File: src/rtl/screen_fill.sv
`default_nettype none
// ============================================================================
// Module   : screen_fill
// Purpose  : Raster fill engine for the VGA write port, with solid and
//            background-copy modes. Define FILL_REGION_EN to add region ports.
// Revision : 1.0 - initial release
// ============================================================================
module screen_fill #(
    parameter int H_RES   = 160,
    parameter int V_RES   = 120,
    parameter int XW      = 8,
    parameter int YW      = 8,
    parameter int COLOR_W = 12,
    parameter int ADDR_W  = 15
) (
    input  logic               clk,
    input  logic               resetn,
    input  logic               start,
    input  logic               mode,
    input  logic [COLOR_W-1:0] fg_color,
    input  logic [COLOR_W-1:0] bg_color,
    input  logic               lock,
`ifdef FILL_REGION_EN
    input  logic [XW-1:0]      x_start,
    input  logic [XW-1:0]      x_end,
    input  logic [YW-1:0]      y_start,
    input  logic [YW-1:0]      y_end,
`endif
    output logic [ADDR_W-1:0]  mem_addr,
    input  logic               mem_q,
    output logic [XW-1:0]      x,
    output logic [YW-1:0]      y,
    output logic [COLOR_W-1:0] color,
    output logic               plot,
    output logic               busy,
    output logic               done
);

    localparam logic [XW-1:0]     X_MAX   = XW'(H_RES - 1);
    localparam logic [YW-1:0]     Y_MAX   = YW'(V_RES - 1);
    localparam logic [ADDR_W-1:0] H_RES_A = ADDR_W'(H_RES);

    typedef enum logic [1:0] {
        S_IDLE  = 2'd0,
        S_RUN   = 2'd1,
        S_DRAIN = 2'd2,
        S_DONE  = 2'd3
    } state_t;

    state_t               r_state;
    logic                 r_mode;
    logic [COLOR_W-1:0]   r_fg;
    logic [COLOR_W-1:0]   r_bg;
    logic [XW-1:0]        r_xs;
    logic [XW-1:0]        r_xe;
    logic [YW-1:0]        r_ye;
    logic                 r_empty;
    logic [XW-1:0]        r_cx;
    logic [YW-1:0]        r_cy;
    logic [XW-1:0]        r_x1;
    logic [YW-1:0]        r_y1;
    logic                 r_valid1;

    logic [XW-1:0]        w_xs;
    logic [XW-1:0]        w_xe;
    logic [YW-1:0]        w_ys;
    logic [YW-1:0]        w_ye;
    logic                 w_empty;
    logic [ADDR_W-1:0]    w_start_addr;
    logic                 w_issue;
    logic                 w_last;

    always_comb begin
`ifdef FILL_REGION_EN
        w_xs = x_start;
        w_ys = y_start;
        w_xe = (x_end > X_MAX) ? X_MAX : x_end;
        w_ye = (y_end > Y_MAX) ? Y_MAX : y_end;
`else
        w_xs = '0;
        w_ys = '0;
        w_xe = X_MAX;
        w_ye = Y_MAX;
`endif
        w_empty      = (w_xs > w_xe) || (w_ys > w_ye);
        w_start_addr = ADDR_W'(w_ys) * H_RES_A + ADDR_W'(w_xs);
        w_issue      = (r_state == S_RUN) && lock && !r_empty;
        w_last       = (r_cx == r_xe) && (r_cy == r_ye);
    end

    always_ff @(posedge clk) begin
        if (!resetn) begin
            r_state  <= S_IDLE;
            r_mode   <= 1'b0;
            r_fg     <= '0;
            r_bg     <= '0;
            r_xs     <= '0;
            r_xe     <= '0;
            r_ye     <= '0;
            r_empty  <= 1'b0;
            r_cx     <= '0;
            r_cy     <= '0;
            r_x1     <= '0;
            r_y1     <= '0;
            r_valid1 <= 1'b0;
            mem_addr <= '0;
            x        <= '0;
            y        <= '0;
            color    <= '0;
            plot     <= 1'b0;
            busy     <= 1'b0;
            done     <= 1'b0;
        end else begin
            // The pipeline advances every cycle; lock only gates the issue.
            r_valid1 <= w_issue;
            if (w_issue) begin
                r_x1 <= r_cx;
                r_y1 <= r_cy;
            end
            x     <= r_x1;
            y     <= r_y1;
            plot  <= r_valid1;
            color <= (r_mode && mem_q) ? r_fg : r_bg;
            done  <= 1'b0;

            case (r_state)
                S_IDLE: begin
                    if (start) begin
                        r_mode   <= mode;
                        r_fg     <= fg_color;
                        r_bg     <= bg_color;
                        r_xs     <= w_xs;
                        r_xe     <= w_xe;
                        r_ye     <= w_ye;
                        r_empty  <= w_empty;
                        r_cx     <= w_xs;
                        r_cy     <= w_ys;
                        mem_addr <= w_start_addr;
                        busy     <= 1'b1;
                        r_state  <= S_RUN;
                    end
                end
                S_RUN: begin
                    if (r_empty) begin
                        r_state <= S_DRAIN;
                    end else if (lock) begin
                        if (w_last) begin
                            r_state <= S_DRAIN;
                        end else if (r_cx == r_xe) begin
                            // Step back to the region's left edge on the next line.
                            r_cx     <= r_xs;
                            r_cy     <= r_cy + 1'b1;
                            mem_addr <= mem_addr + H_RES_A - ADDR_W'(r_xe - r_xs);
                        end else begin
                            r_cx     <= r_cx + 1'b1;
                            mem_addr <= mem_addr + 1'b1;
                        end
                    end
                end
                S_DRAIN: begin
                    if (!r_valid1) begin
                        r_state <= S_DONE;
                        done    <= 1'b1;
                    end
                end
                S_DONE: begin
                    r_state <= S_IDLE;
                    busy    <= 1'b0;
                end
                default: r_state <= S_IDLE;
            endcase
        end
    end

endmodule
`default_nettype wire
File: config.mk
export PLATFORM = sky130hd
export DESIGN_NAME = screen_fill
export DESIGN_NICKNAME = d
export VERILOG_FILES = /design/src/rtl/screen_fill.sv
export SDC_FILE = /design/constraint.sdc
export NUM_CORES = 1
export LEC_CHECK = 0
export BUFFER_PORTS_ARGS = -buffer_cell sky130_fd_sc_hd__clkbuf_2
export CORE_ASPECT_RATIO = 0.6
export CORE_UTILIZATION = 45
export DETAILED_ROUTE_END_ITERATION = 8
export MAX_ROUTING_LAYER = met4
export PLACE_DENSITY = 0.78
export SYNTH_ARGS = -nofsm -noshare
export SYNTH_HDL_FRONTEND = slang
export SYNTH_SLANG_ARGS = --single-unit
File: constraint.sdc
create_clock -name clk -period 2.5 [get_ports clk]
set_input_delay 0.5 -clock clk [delete_from_list [all_inputs] [get_ports clk]]
set_output_delay 0.5 -clock clk [all_outputs]
set_load 0.05 [all_outputs]
== Word-level counts from Yosys, hierarchy flattened ==
Index checks and enable logic that the tools add are counted.
Storage, ports and cells
  input bits: 30
  flip-flop bits (word level): 107
  word-level logic and storage cells: 68
Operators by class
  equality and inequality tests: 11
  muxes and demuxes: 23
  add/sub/neg operators: 5
  reduce and logical (&&, ||, !) cells: 12
Operator list (count)
  15-bit two-way mux: 4
  8-bit two-way mux: 7
  8-bit one-hot mux with 2 select lines: 2
  15-bit one-hot mux with 2 select lines: 1
  8-bit by 1-bit adder with 8-bit output, second input constant: 2
  15-bit by 1-bit adder with 15-bit output, second input constant: 1
  15-bit by 8-bit adder with 15-bit output, second input constant: 1
  15-bit by 8-bit subtractor with 15-bit output: 1
  12-bit two-way mux: 1
  2-bit != test, second input constant: 5
  8-bit by 7-bit equality test with 1-bit output: 1
  8-bit equality test: 1
  2-bit two-way mux: 4
  2-bit one-hot mux with 4 select lines: 1
  4-bit AND reduction: 2
  2-bit AND reduction: 3
  5-bit AND reduction: 1
  2-bit equality test, second input constant: 2
  2-bit nonzero test: 2
  1-bit logical AND: 3
  2-bit by 1-bit equality test with 1-bit output, second input constant: 1
  2-bit logical NOT: 1
  1-bit two-way mux: 2
  2-bit by 1-bit != test with 1-bit output, second input constant: 1
  1-bit one-hot mux with 2 select lines: 1

== Longest topological paths before layout ==
  word-level depth: 6
  depth in mapped cells: 12
  depth with buffers taken out: 12

== Least setup slack after synthesis ==
OpenSTA, ideal clock, no wires.
  kind: reg-to-reg
  start point: reg mem_addr[0]
  end point: reg mem_addr[13]
  cell stages (with the launch flop): 13
  path slack: -0.320 ns
  period minus slack after synthesis: 2.820 ns
  arrival time: 2.749 ns
  path through: dfxtp_1 -> inv_1 -> ha_1 -> inv_1 -> ha_1 -> inv_1 -> fa_1 -> nor2b_1 -> o31ai_1 -> a2111oi_0 -> nor3_1 -> nand4b_1 -> a21oi_1
Between the ends
  longest elaborated chain between the ends: 6
  elaborated cells between the ends (all ways): 7
  classes of those cells: add/sub (3); mux (4)
RTL lines
  start, declared: RTL line 29  | output logic [ADDR_W-1:0] mem_addr,
  start signal, assigned: RTL line 138  | mem_addr <= w_start_addr;
  start signal, assigned: RTL line 153  | mem_addr <= mem_addr + H_RES_A - ADDR_W'(r_xe - r_xs);
  start signal, assigned: RTL line 156  | mem_addr <= mem_addr + 1'b1;
  15-bit by 8-bit adder with 15-bit output: RTL line 153
  15-bit by 8-bit subtractor with 15-bit output: RTL line 153
  15-bit two-way mux (*): RTL line 149  | end else if (r_cx == r_xe) begin
  15-bit two-way mux (*): RTL line 147  | if (w_last) begin
  15-bit two-way mux (*): RTL line 146  | end else if (lock) begin
  15-bit one-hot mux with 2 select lines (*): RTL line 126  | case (r_state)
Mark *: on every way between the ends. The rest lies on a longest branch, timed or not. The select of a mux whose other input is x is not followed.
A chain may end at the register's enable or synchronous reset.

== Final worst setup path ==
  start point: reg r_xe[0]
  end point: reg mem_addr[14]
Between the ends
  longest elaborated chain between the ends: 5
  elaborated cells between the ends (all ways): 10
  classes of those cells: add/sub (1); eq/ne (3); mux (4); reduce/logical (2)
RTL lines
  start, declared: RTL line 55  | logic [XW-1:0] r_xe;
  start signal, assigned: RTL line 133  | r_xe <= w_xe;
  15-bit by 8-bit subtractor with 15-bit output or 8-bit equality test (tied branches): RTL line 153, 88, 149
  15-bit two-way mux: RTL line 149
  15-bit two-way mux: RTL line 147
  15-bit two-way mux: RTL line 146
  15-bit one-hot mux with 2 select lines: RTL line 126
Parallel ways exist; a longest one is shown, timed or not. The select of a mux whose other input is x is not followed.

==> out/qor.csv <==
metric,value,unit
status,finished clean,
yosys.area.top_type_share,41.8,%
holdWs,0.358,ns
postLayoutCellArea,6270,um^2
grt_pass1_vias,4384,
finalSetupViolCount,0,
start_util,47.4,%
drcViolationCount,0,
fp-row-count,29,
final_layout_size_suffix_gt1_share,22.7,%
cpLargestDelayFamily,compound AO/OA/AOI/OAI gates,
synth_area_leaders,"dfxtp_1, nand2_1, ha_1",
grt_busiest_layer,met1,
gp_congestion,0.959,
max_stage_delay,0.34,ns
synth_top_area_cell,dfxtp_1,
synth-seq-cells,107,
seq_area_frac_synth,41.8,%
core_area,10800,um^2
relSlewSlack,63.5,%
place_hpwl,9960,um
avgViaCountPerCell,5.57,
cts_tree,done,
drv_cap,0,
drt_iter0_drc,358,
grt_pass1_wl,21900,um
worstPathArrival,2.70,ns
postCtsHoldBufs,0,
worst-path-buf-inv,1,
final_util,58.0,%
insertion_delay,0.36,ns
use_met1,33.8,%
placed_cell_area,5870,um^2
yosys_warnings,0,
irDropWorstVdd,0.404,mV
power_density,983,nW/um^2
ys.flop_type,dfxtp_1,
tightest_slew,0.542,ns
synth_commonest_cells,"nand2_1, dfxtp_1, a21oi_1, ha_1, nor2_1",
cp.required,2.75,ns
crit_path_cell_trace,inv_2 -> ha_1 -> ha_1 -> o211ai_1 -> nor3_2 -> o211ai_1 -> mux2_4 -> o2111ai_2 -> o21ai_0,
slew_viol_final,0,
synth_cell_types,61,
hold_viol_final,0,
crit_fanout,5,
synth_area,5120,um^2
die_w,140,um
synthCells,607,
numCtsBuffers,9,
leakagePower,2.64,nW
cts_setup_buffers,0,
portBuffers,75,
drtPass1Iterations,5,
rsz0062_at_grt,true,
period_share,98.2,%
syn_nets,671,
area_growth,22.5,%
htree_levels,3,
slowest_stage,dfxtp_2,
root_buffer,clkbuf_16,
hold_path.class,primary input to flip-flop,
synth_edf_count,0,
met3_usage,7.30,%
antenna-diode-count,0,
wl,13500,um
crit_type,flip-flop to flip-flop,
crit_path_start_kind,flip-flop,
syn_area_per_cell,8.44,um^2
routedWlPerCell,15.8,um
cts.sinks,107,
fin_crit,2.46,ns
finalClockSkew,0.0110,ns
fmax,407,MHz
fin_tns_setup,0,ns
nNetsFinal,773,
die_h,84.6,um
io_pins,76,
grt_max_degree,42,
die_area,11800,um^2
grt_antenna_before_repair,0,
antenna_left,0,
grt_use_total,23.9,%
vias,4749,
cp-end-kind,flip-flop,
grt_util_met2,33.0,%
synthArstFlopShare,0,%
path_clk_slew,0.08,ns
yosysMostFrequentCell,nand2_1,
cts_buffer_depth,2,
grt-ovfl-total,0,
-- state kept, by name, summed over array words and instances, names as in the netlist --
| register | cells |
|---|---|
| r_bg | 12 |
| busy | 1 |
| y | 8 |
| r_cx | 8 |
| r_xe | 1 |
| r_mode | 1 |
| r_cy | 8 |
| r_fg | 12 |
| color | 12 |
| x | 8 |
| mem_addr | 15 |
| r_state | 2 |
| r_x1 | 8 |
| r_y1 | 8 |
| r_valid1 | 1 |
| plot | 1 |
| done | 1 |
-- what timing repair did --
action	in CTS	in global routing
pin swaps	0	5
gates cloned	0	0
setup endpoints to repair	3	8
resized for setup	3	20
-- per-stage QoR --
stage	cells	power (mW)	setup WS [ns]
5_1_grt	853	6.48	-0.0681
4_1_cts	853	6.02	0.0200
3_5_place_dp	837	4.57	-0.0411
3_3_place_gp	837	4.50	0.0398
6_report	853	6.16	0.0446
2_1_floorplan	607	3.83	-0.0471
-- worst paths after layout --
kind,from,end,slack [ns],cells after the start
max,r_xe[0],mem_addr[14],0.04,9
min,fg_color[7],r_fg[7],0.36,3
max reg2reg,r_xe[0],mem_addr[14],0.04,9
min reg2reg,r_valid1,done,0.45,1
-- tightest hold or removal path: stages --
cell      delay [ns]
clkbuf_2        0.08
nand2_1         0.04
a21oi_1         0.05
-- power breakdown --
part           internal [mW]  switching, mW
clock                  0.736          0.712
combinational          0.963           1.68
sequential              1.96          0.117
total                   3.66           2.51
-- layout by cell type, fill, tap and decap left out, types with 7 or more instances in the layout --
cell,synthesis,layout
o211ai_1,7,7
o22a_1,16,16
buf_4,0,41
clkbuf_16,0,9
and2_1,23,23
xnor2_1,12,12
ha_1,33,32
nand3_1,26,26
nor2_1,28,27
or3_1,8,8
inv_1,22,21
clkbuf_2,0,75
nand2_1,112,111
o21ai_0,22,20
dfxtp_1,107,101
a21oi_1,61,60
nor3_1,12,11
-- cell type report --
class / instances / area [um^2]
Tap cell: 139 / 174
Fill cell: 953 / 4540
Multi-Input combinational cell: 451 / 2870
Sequential cell: 107 / 2150
Timing Repair Buffer: 116 / 683
Inverter: 24 / 90.1
Clock inverter: 6 / 65.1
Clock buffer: 10 / 239
-- per-layer routing --
metal	share of wire (%)	wire length (um)
met1	51	6830
met2	39	5330
met3	9.1	1230
met4	0.99	134
met5	0	0
-- cells by family (layout without fill, tap and decap cells) --
family | count (synthesis) | after routing | share of synthesized area [%]
buffers and inverters | 49 | 156 | 4.13
AOI/OAI and AO/OA | 155 | 155 | 19.4
and+or+nand+nor | 241 | 241 | 22.4
xor gates and xnor gates | 17 | 17 | 2.91
DFF | 107 | 107 | 41.8
adders and majority gates | 34 | 34 | 8.45
muxes | 4 | 4 | 0.806
Power figures use the tool's default switching activity.
